$ cat config.mk
export PLATFORM = sky130hd
export DESIGN_NAME = move_selector
export DESIGN_NICKNAME = d
export VERILOG_FILES = /design/src/rtl/move_selector.sv
export SDC_FILE = /design/constraint.sdc
export NUM_CORES = 1
export LEC_CHECK = 0
export BUFFER_PORTS_ARGS = -buffer_cell sky130_fd_sc_hd__clkbuf_2
export CORE_ASPECT_RATIO = 1.25
export CORE_MARGIN = 2
export CORE_UTILIZATION = 46
export CTS_BUF_LIST = sky130_fd_sc_hd__clkbuf_4
export CTS_CLUSTER_SIZE = 12
export DETAILED_ROUTE_END_ITERATION = 7
export PLACE_DENSITY = 0.73
export SKIP_LAST_GASP = 1
export SLEW_MARGIN = 20
export SYNTH_ARGS = -nofsm -noshare
export SYNTH_HDL_FRONTEND = slang
export SYNTH_SLANG_ARGS = --single-unit
$ cat constraint.sdc
create_clock -name clk -period 2.72 [get_ports clk]
set_clock_uncertainty 0.2 [all_clocks]
set_input_delay 0.544 -clock clk [delete_from_list [all_inputs] [get_ports clk]]
set_output_delay 0.544 -clock clk [all_outputs]
set_load 0.02 [all_outputs]
$ cat src/rtl/move_selector.sv
// move_selector: cursor, turn and move-count controller feeding the cell-enable decoder.
// Optional MOVE_SELECTOR_SKIP_OCCUPIED_EN makes the cursor hop over occupied cells.
module move_selector #(
    parameter int NUM_CELLS = 9,
    parameter int SEL_W     = 4
) (
    input  logic                 clk,
    input  logic                 rst_n,
    input  logic                 btn_next,
    input  logic                 btn_place,
    input  logic [NUM_CELLS-1:0] occupied,
    input  logic                 game_over,
    output logic [SEL_W-1:0]     sel,
    output logic                 place,
    output logic                 player,
    output logic                 reject,
    output logic [SEL_W-1:0]     move_cnt,
    output logic                 locked
);
    typedef enum logic [1:0] {SELECT, VALIDATE, COMMIT, LOCKED} state_t;
    state_t state, state_d;
    logic btn_next_q, btn_place_q, rise_next, rise_place;
    logic place_d, player_d, reject_d;
    logic [SEL_W-1:0] sel_d, cnt_d, sel_adv, sel_after;
    assign rise_next  = btn_next & ~btn_next_q;
    assign rise_place = btn_place & ~btn_place_q;
`ifdef MOVE_SELECTOR_SKIP_OCCUPIED_EN
    function automatic logic [SEL_W-1:0] next_free(input logic [SEL_W-1:0] s, input logic [NUM_CELLS-1:0] occ);
        logic [SEL_W-1:0] r;
        r = s;
        for (int k = NUM_CELLS - 1; k >= 1; k--)
            if (!occ[(int'(s) + k) % NUM_CELLS]) r = SEL_W'((int'(s) + k) % NUM_CELLS);
        return r;
    endfunction
    assign sel_adv   = next_free(sel, occupied);
    // the cell just written may not show in occupied yet, so mask it in
    assign sel_after = next_free(sel, occupied | (NUM_CELLS'(1) << sel));
`else
    assign sel_adv   = (sel == SEL_W'(NUM_CELLS - 1)) ? '0 : sel + 1'b1;
    assign sel_after = sel;
`endif
    always_comb begin
        state_d  = state;
        sel_d    = sel;
        cnt_d    = move_cnt;
        player_d = player;
        place_d  = 1'b0;
        reject_d = 1'b0;
        case (state)
            SELECT: begin
                if (game_over) state_d = LOCKED;
                else if (rise_place) state_d = VALIDATE;
                else if (rise_next) sel_d = sel_adv;
            end
            VALIDATE: begin
                reject_d = occupied[sel];
                place_d  = ~occupied[sel];
                state_d  = occupied[sel] ? SELECT : COMMIT;
            end
            COMMIT: begin
                player_d = ~player;
                cnt_d    = move_cnt + 1'b1;
                state_d  = (move_cnt == SEL_W'(NUM_CELLS - 1)) ? LOCKED : SELECT;
                sel_d    = (move_cnt == SEL_W'(NUM_CELLS - 1)) ? sel : sel_after;
            end
            default: ;
        endcase
    end
    always_ff @(posedge clk or negedge rst_n) begin
        if (!rst_n) begin
            state       <= SELECT;
            btn_next_q  <= 1'b1;
            btn_place_q <= 1'b1;
            sel         <= '0;
            place       <= 1'b0;
            player      <= 1'b0;
            reject      <= 1'b0;
            move_cnt    <= '0;
            locked      <= 1'b0;
        end else begin
            state       <= state_d;
            btn_next_q  <= btn_next;
            btn_place_q <= btn_place;
            sel         <= sel_d;
            place       <= place_d;
            player      <= player_d;
            reject      <= reject_d;
            move_cnt    <= cnt_d;
            locked      <= (state_d == LOCKED);
        end
    end
endmodule

# After elaboration in Yosys (flattened, before gate mapping)
# Index checks and enable logic that the tools add are counted.
[totals]
output_inout_bits = 12
register_bits = 16
word_cells = 37
inputBits = 14
[op_classes]
bitwise = 8
add_sub_neg = 2
order_cmp = 1
reduce_logical = 2
eq_ne = 5
n_mux = 10
[op_table]
columns = ["operator", "n"]
rows = [
  ["4-bit by 1-bit adder with 4-bit output (second input constant)", 2],
  ["4-bit == test (second input constant)", 2],
  ["2-bit two-way mux", 4],
  ["1-bit inverter", 6],
  ["2-bit one-hot mux with 3 select lines", 1],
  ["4-bit by 5-bit < comparator with 1-bit output (second input constant)", 1],
  ["1-bit binary-select mux with 4-bit select", 1],
  ["2-bit == test (second input constant)", 2],
  ["4-bit two-way mux", 1],
  ["4-bit AND reduction", 1],
  ["1-bit two-way mux", 3],
  ["1-bit bitwise AND", 2],
  ["2-bit by 1-bit == test with 1-bit output (second input constant)", 1],
  ["2-bit logical NOT", 1],
]

# Depth between registers and ports, before layout
[logic_depth]
depth_word = 6
depth_mapped = 6

# Worst setup path before layout
# No wires, ideal clock.
[synth_timing]
path_type = "input to register"
start = "in btn_next"
end = "reg sel[2]"
required_time_ns = 2.395
path_stages = 4
path_buffers = 0
setup_slack_ns = 0.830
setup_ns = 0.125
t_arrival_ns = 1.565
cell_sequence = "or4b_4 nor3_4 nand2_2 mux2_4"
[synth_via]
elab_chain_cells = 2
[synth_rtl]
columns = ["element", "line_no", "text"]
rows = [
  ["start, declared", "9", "input logic btn_next,"],
  ["1-bit bitwise AND", "25", "assign rise_next = btn_next & ~btn_next_q;"],
  ["4-bit AND reduction (no line)", "-", ""],
  ["end signal, assigned", "84", "sel <= sel_d;"],
  ["end, declared", "13", "output logic [SEL_W-1:0] sel,"],
]
# No other way between the ends.
# A chain may end at the register's enable or synchronous reset.

# Final worst setup path
[layout_timing]
start = "reg state[0]"
end = "reg sel[2]"
[layout_via]
elab_chain_cells = 2
[layout_rtl]
columns = ["element", "line_no", "text"]
rows = [
  ["start, declared", "21", "state_t state, state_d;"],
  ["start signal, assigned", "81", "state <= state_d;"],
  ["2-bit logical NOT", "49", "case (state)"],
  ["4-bit AND reduction (no line)", "-", ""],
]
# No other way between the ends.

==> summary.log <==
[status] outcome complete, no violations
[clock_network] sink count of the clock tree 16
[sta] share of the cycle needed by the critical path after routing 70.84%
[synth] total of flip-flops plus latches after synthesis 16
[detailed_routing] detailed-router iteration count before antenna repair 4
[die] die area 0.002087 mm2
[clock_network] TritonCTS clock tree done
[synth] leading cell types by count after synthesis 14 x sky130_fd_sc_hd__dfrtp_1, 6 x sky130_fd_sc_hd__inv_1, 6 x sky130_fd_sc_hd__nand2_1, 6 x sky130_fd_sc_hd__nor2_1, 5 x sky130_fd_sc_hd__o21ai_0
[power_and_ir_drop] Overall Power 0.4150 mW
[global_route] met3 track utilization from global routing 2.655%
[sta] Setup TNS Final 0 ns
[global_route] Congestion Overflow GR 0
[synth] leading cell type by number of instances after synthesis sky130_fd_sc_hd__dfrtp_1
[global_route] total global-route track usage 17.69%
[global_route] initial antenna violation count 0
[setup_path] arrival time of data at the critical path endpoint 1.91 ns
[clock_network] clock transition at the register clock pins on the worst setup and hold paths after CTS 0.09 ns
[setup_path] Worst Setup End Kind register
[power_and_ir_drop] peak ir drop on the vdd network 255.1 uV
[setup_path] Crit Path Category reg2reg
[power_and_ir_drop] net switching power figure 0.09101 mW
[sta] RSZ-0062 raised after global routing no
[hold_path] Hold Path Class in2reg
[placement] sum of net half-perimeters after detailed placement 1162 um
[detailed_routing] DRC violations left 0
[sta] Hold Fails Final Rpt 0
[placement] number of instances in the placed design 114
[global_route] GR Layer Usage met1 25.14%
[detailed_routing] total vias in the final route 624
[power_and_ir_drop] Reg power frac 59.0%
[synth] Synth top area share 43.89%
[die] number of core rows 16
[die] Horiz. Die Dim 41.26 um
[detailed_routing] ratio of routed vias to standard cells 5.244
[global_route] via count of the first global-routing pass 593
[final_layout] fraction of layout instances using a drive strength above 1 36.63%
[final_layout] Fill cells 142
[detailed_routing] iteration-0 DRC count of the detailed router 7
[synth] post-synth net total 90
[setup_path] Register-to-Register Setup Slack 0.79 ns
[global_route] largest net degree at the start of global routing 17
[detailed_routing] antenna violation net count after detailed routing 0
[synth] number of synthesis warnings 0
[synth] area leader, netlist sky130_fd_sc_hd__dfrtp_1
[clock_network] CTS HTree Levels 1
[clock_network] buffer type at the clock tree root sky130_fd_sc_hd__clkbuf_4
[die] initial core utilization 49.84%
[final_layout] largest registers move_cnt (4), sel (4), state (2)
[final_layout] Area growth syn-to-layout 22.88%
[power_and_ir_drop] Sw Ratio 21.93%
[detailed_routing] Routed WL 1522 um
[power_and_ir_drop] cell internal pwr 0.3240 mW
[setup_path] maximum fanout encountered on the critical timing path 6
[flow_run] Max-Cap Viols 0
[global_route] grt met2 use 25.00%
[synth] register area share after synthesis 50.47%
[power_and_ir_drop] Combinational Power Share 7.6%
[power_and_ir_drop] Cell Pwr Density 423.1 mW/mm2
[placement] count of port buffers added during placement 25
[sta] clock period minus worst slack 1.927 ns
[synth] most common flop cell mapped by yosys sky130_fd_sc_hd__dfrtp_1
[clock_network] worst skew pair latency 0.29 ns
[synth] async set or reset register ratio after synthesis 100.0%
[clock_network] maximum clock insertion buffer count 2
[sta] Worst-Margin Slew 0.4125 ns
[clock_network] total CTS buffers 3
[detailed_routing] Avg WL per Cell 12.79 um
[setup_path] endpoint required time on the critical path 2.70 ns
[setup_path] startpoint kind of the worst setup timing path register
[synth] library cells used by synthesis 31
[final_layout] Post-layout nets 120
[sta] # setup viols final 0
[sta] number of max-slew violations in the final report 0
[power_and_ir_drop] leakage 0.5049 nW
[die] Chip Height 50.58 um
[final_layout] number of diodes added for antenna fixing 0
[sta] peak clock frequency supported by timing 519.0 MHz
[final_layout] filler-free cell count of the finished design 119
[die] top-level I/O count 26
[synth] post-synthesis average cell area 11.09 um2
[synth] Netlist Area Pre-Place 798.3 um2
[global_route] peak-usage layer in the global routing report met1
[synth] number of enable flip-flop cells after synthesis 0
[placement] routability cong. 0.7488
[sta] relative slew slack 72.40%
[power_and_ir_drop] Clock power frac 33.4%
[die] placeable core area 0.001602 mm2
[synth] cell count after synthesis 72
[global_route] global-route wire length before repair 2477 um
[synth] top cells by area, synth sky130_fd_sc_hd__dfrtp_1 44%, sky130_fd_sc_hd__dfstp_2 6.6%, sky130_fd_sc_hd__ha_1 6.3%, sky130_fd_sc_hd__xnor2_1 3.3%, sky130_fd_sc_hd__o21ai_0 3.1%
-- kinds of logic (layout without fill, tap and decap cells) --
family | Yosys count | count (layout) | synth area share, %
and+or+nand+nor | 23 | 23 | 16.77
muxes | 4 | 4 | 7.209
adders and majority gates | 4 | 4 | 6.270
DFF | 16 | 16 | 50.47
buffers and inverters | 7 | 36 | 3.447
xor gates and xnor gates | 4 | 4 | 4.390
AOI/OAI and AO/OA | 14 | 14 | 11.44
-- path summary, 6_finish.rpt --
kind,startpoint,to,cells after the start
max in group asynchronous,rst_n,btn_place_q$_DFF_PN1_,2
min in group asynchronous,rst_n,sel[3]$_DFFE_PN0P_,2
worst max-delay path,state[0]$_DFF_PN0_,sel[2]$_DFFE_PN0P_,4
worst max register to register,state[0]$_DFF_PN0_,sel[2]$_DFFE_PN0P_,4
worst min register to register,player$_DFFE_PN0N_,player$_DFFE_PN0N_,1
worst min-delay path,btn_next,btn_next_q$_DFF_PN1_,1
-- worst max-delay path: stages, from the launching register on --
cell and delay, ns:
sky130_fd_sc_hd__dfrtp_1 0.44, sky130_fd_sc_hd__or4b_4 0.57, sky130_fd_sc_hd__nor3_4 0.23, sky130_fd_sc_hd__nand2_2 0.09, sky130_fd_sc_hd__mux2_4 0.29
-- power by group through the flow --
stage               Combinational [mW]  Sequential (mW)  Clock (mW)
floorplan                       0.0134            0.249           0
global placement                0.0302            0.249           0
finish                          0.0316            0.245       0.139
detailed placement              0.0311            0.249           0
global route                    0.0354            0.245       0.154
CTS                             0.0322            0.245       0.145
-- repair_timing --
action                                 in CTS  in global routing
hold buffers                                1                  0
setup buffers                               0                  0
resized for setup                           0                  0
endpoints found under the hold margin      14                  0
-- placed cells by master (no fill, tap or decap), types with 2 or more instances in the layout --
master | Yosys | layout
sky130_fd_sc_hd__clkbuf_2 | 0 | 25
sky130_fd_sc_hd__dfrtp_1 | 14 | 14
sky130_fd_sc_hd__inv_1 | 6 | 6
sky130_fd_sc_hd__nand2_1 | 6 | 6
sky130_fd_sc_hd__nor2_1 | 6 | 6
sky130_fd_sc_hd__o21ai_0 | 5 | 5
sky130_fd_sc_hd__ha_1 | 4 | 4
sky130_fd_sc_hd__clkbuf_4 | 0 | 4
sky130_fd_sc_hd__xnor2_1 | 3 | 3
sky130_fd_sc_hd__nand3_1 | 2 | 2
sky130_fd_sc_hd__mux2i_1 | 2 | 2
sky130_fd_sc_hd__a21oi_1 | 2 | 2
sky130_fd_sc_hd__dfstp_2 | 2 | 2
-- final cells by class --
| type | count | area (um2) | area share (%) |
|---|---|---|---|
| Inverter | 6 | 22.52 | 2.296 |
| Clock buffer | 4 | 30.03 | 3.061 |
| Multi-Input combinational cell | 49 | 367.9 | 37.50 |
| Timing Repair Buffer | 26 | 135.1 | 13.78 |
| Tap cell | 18 | 22.52 | 2.296 |
| Sequential cell | 16 | 402.9 | 41.07 |
-- stage by stage --
| stage | setup slack (ns) | util [%] | instance area [um2] | hold slack (ns) |
|---|---|---|---|---|
| 2_1_floorplan | 0.8295 | - | 798.3 | 0.04841 |
| 3_3_place_gp | 0.7072 | 58.75 | 940.9 | 0.2543 |
| 3_5_place_dp | 0.6750 | 58.75 | 940.9 | 0.2604 |
| 4_1_cts | 0.7836 | 61.25 | 980.9 | 0.1388 |
| 5_1_grt | 0.6945 | 61.25 | 980.9 | 0.1360 |
| 6_report | 0.7932 | 61.25 | 980.9 | 0.1466 |
-- routing by layer --
metal  vias up  routed length (um)
li1        314                   -
met1       290                 667
met2        15                 754
met3         5                  60
met4         0                  40
met5         -                   0
No activity file was read; power rests on OpenSTA's default activity.
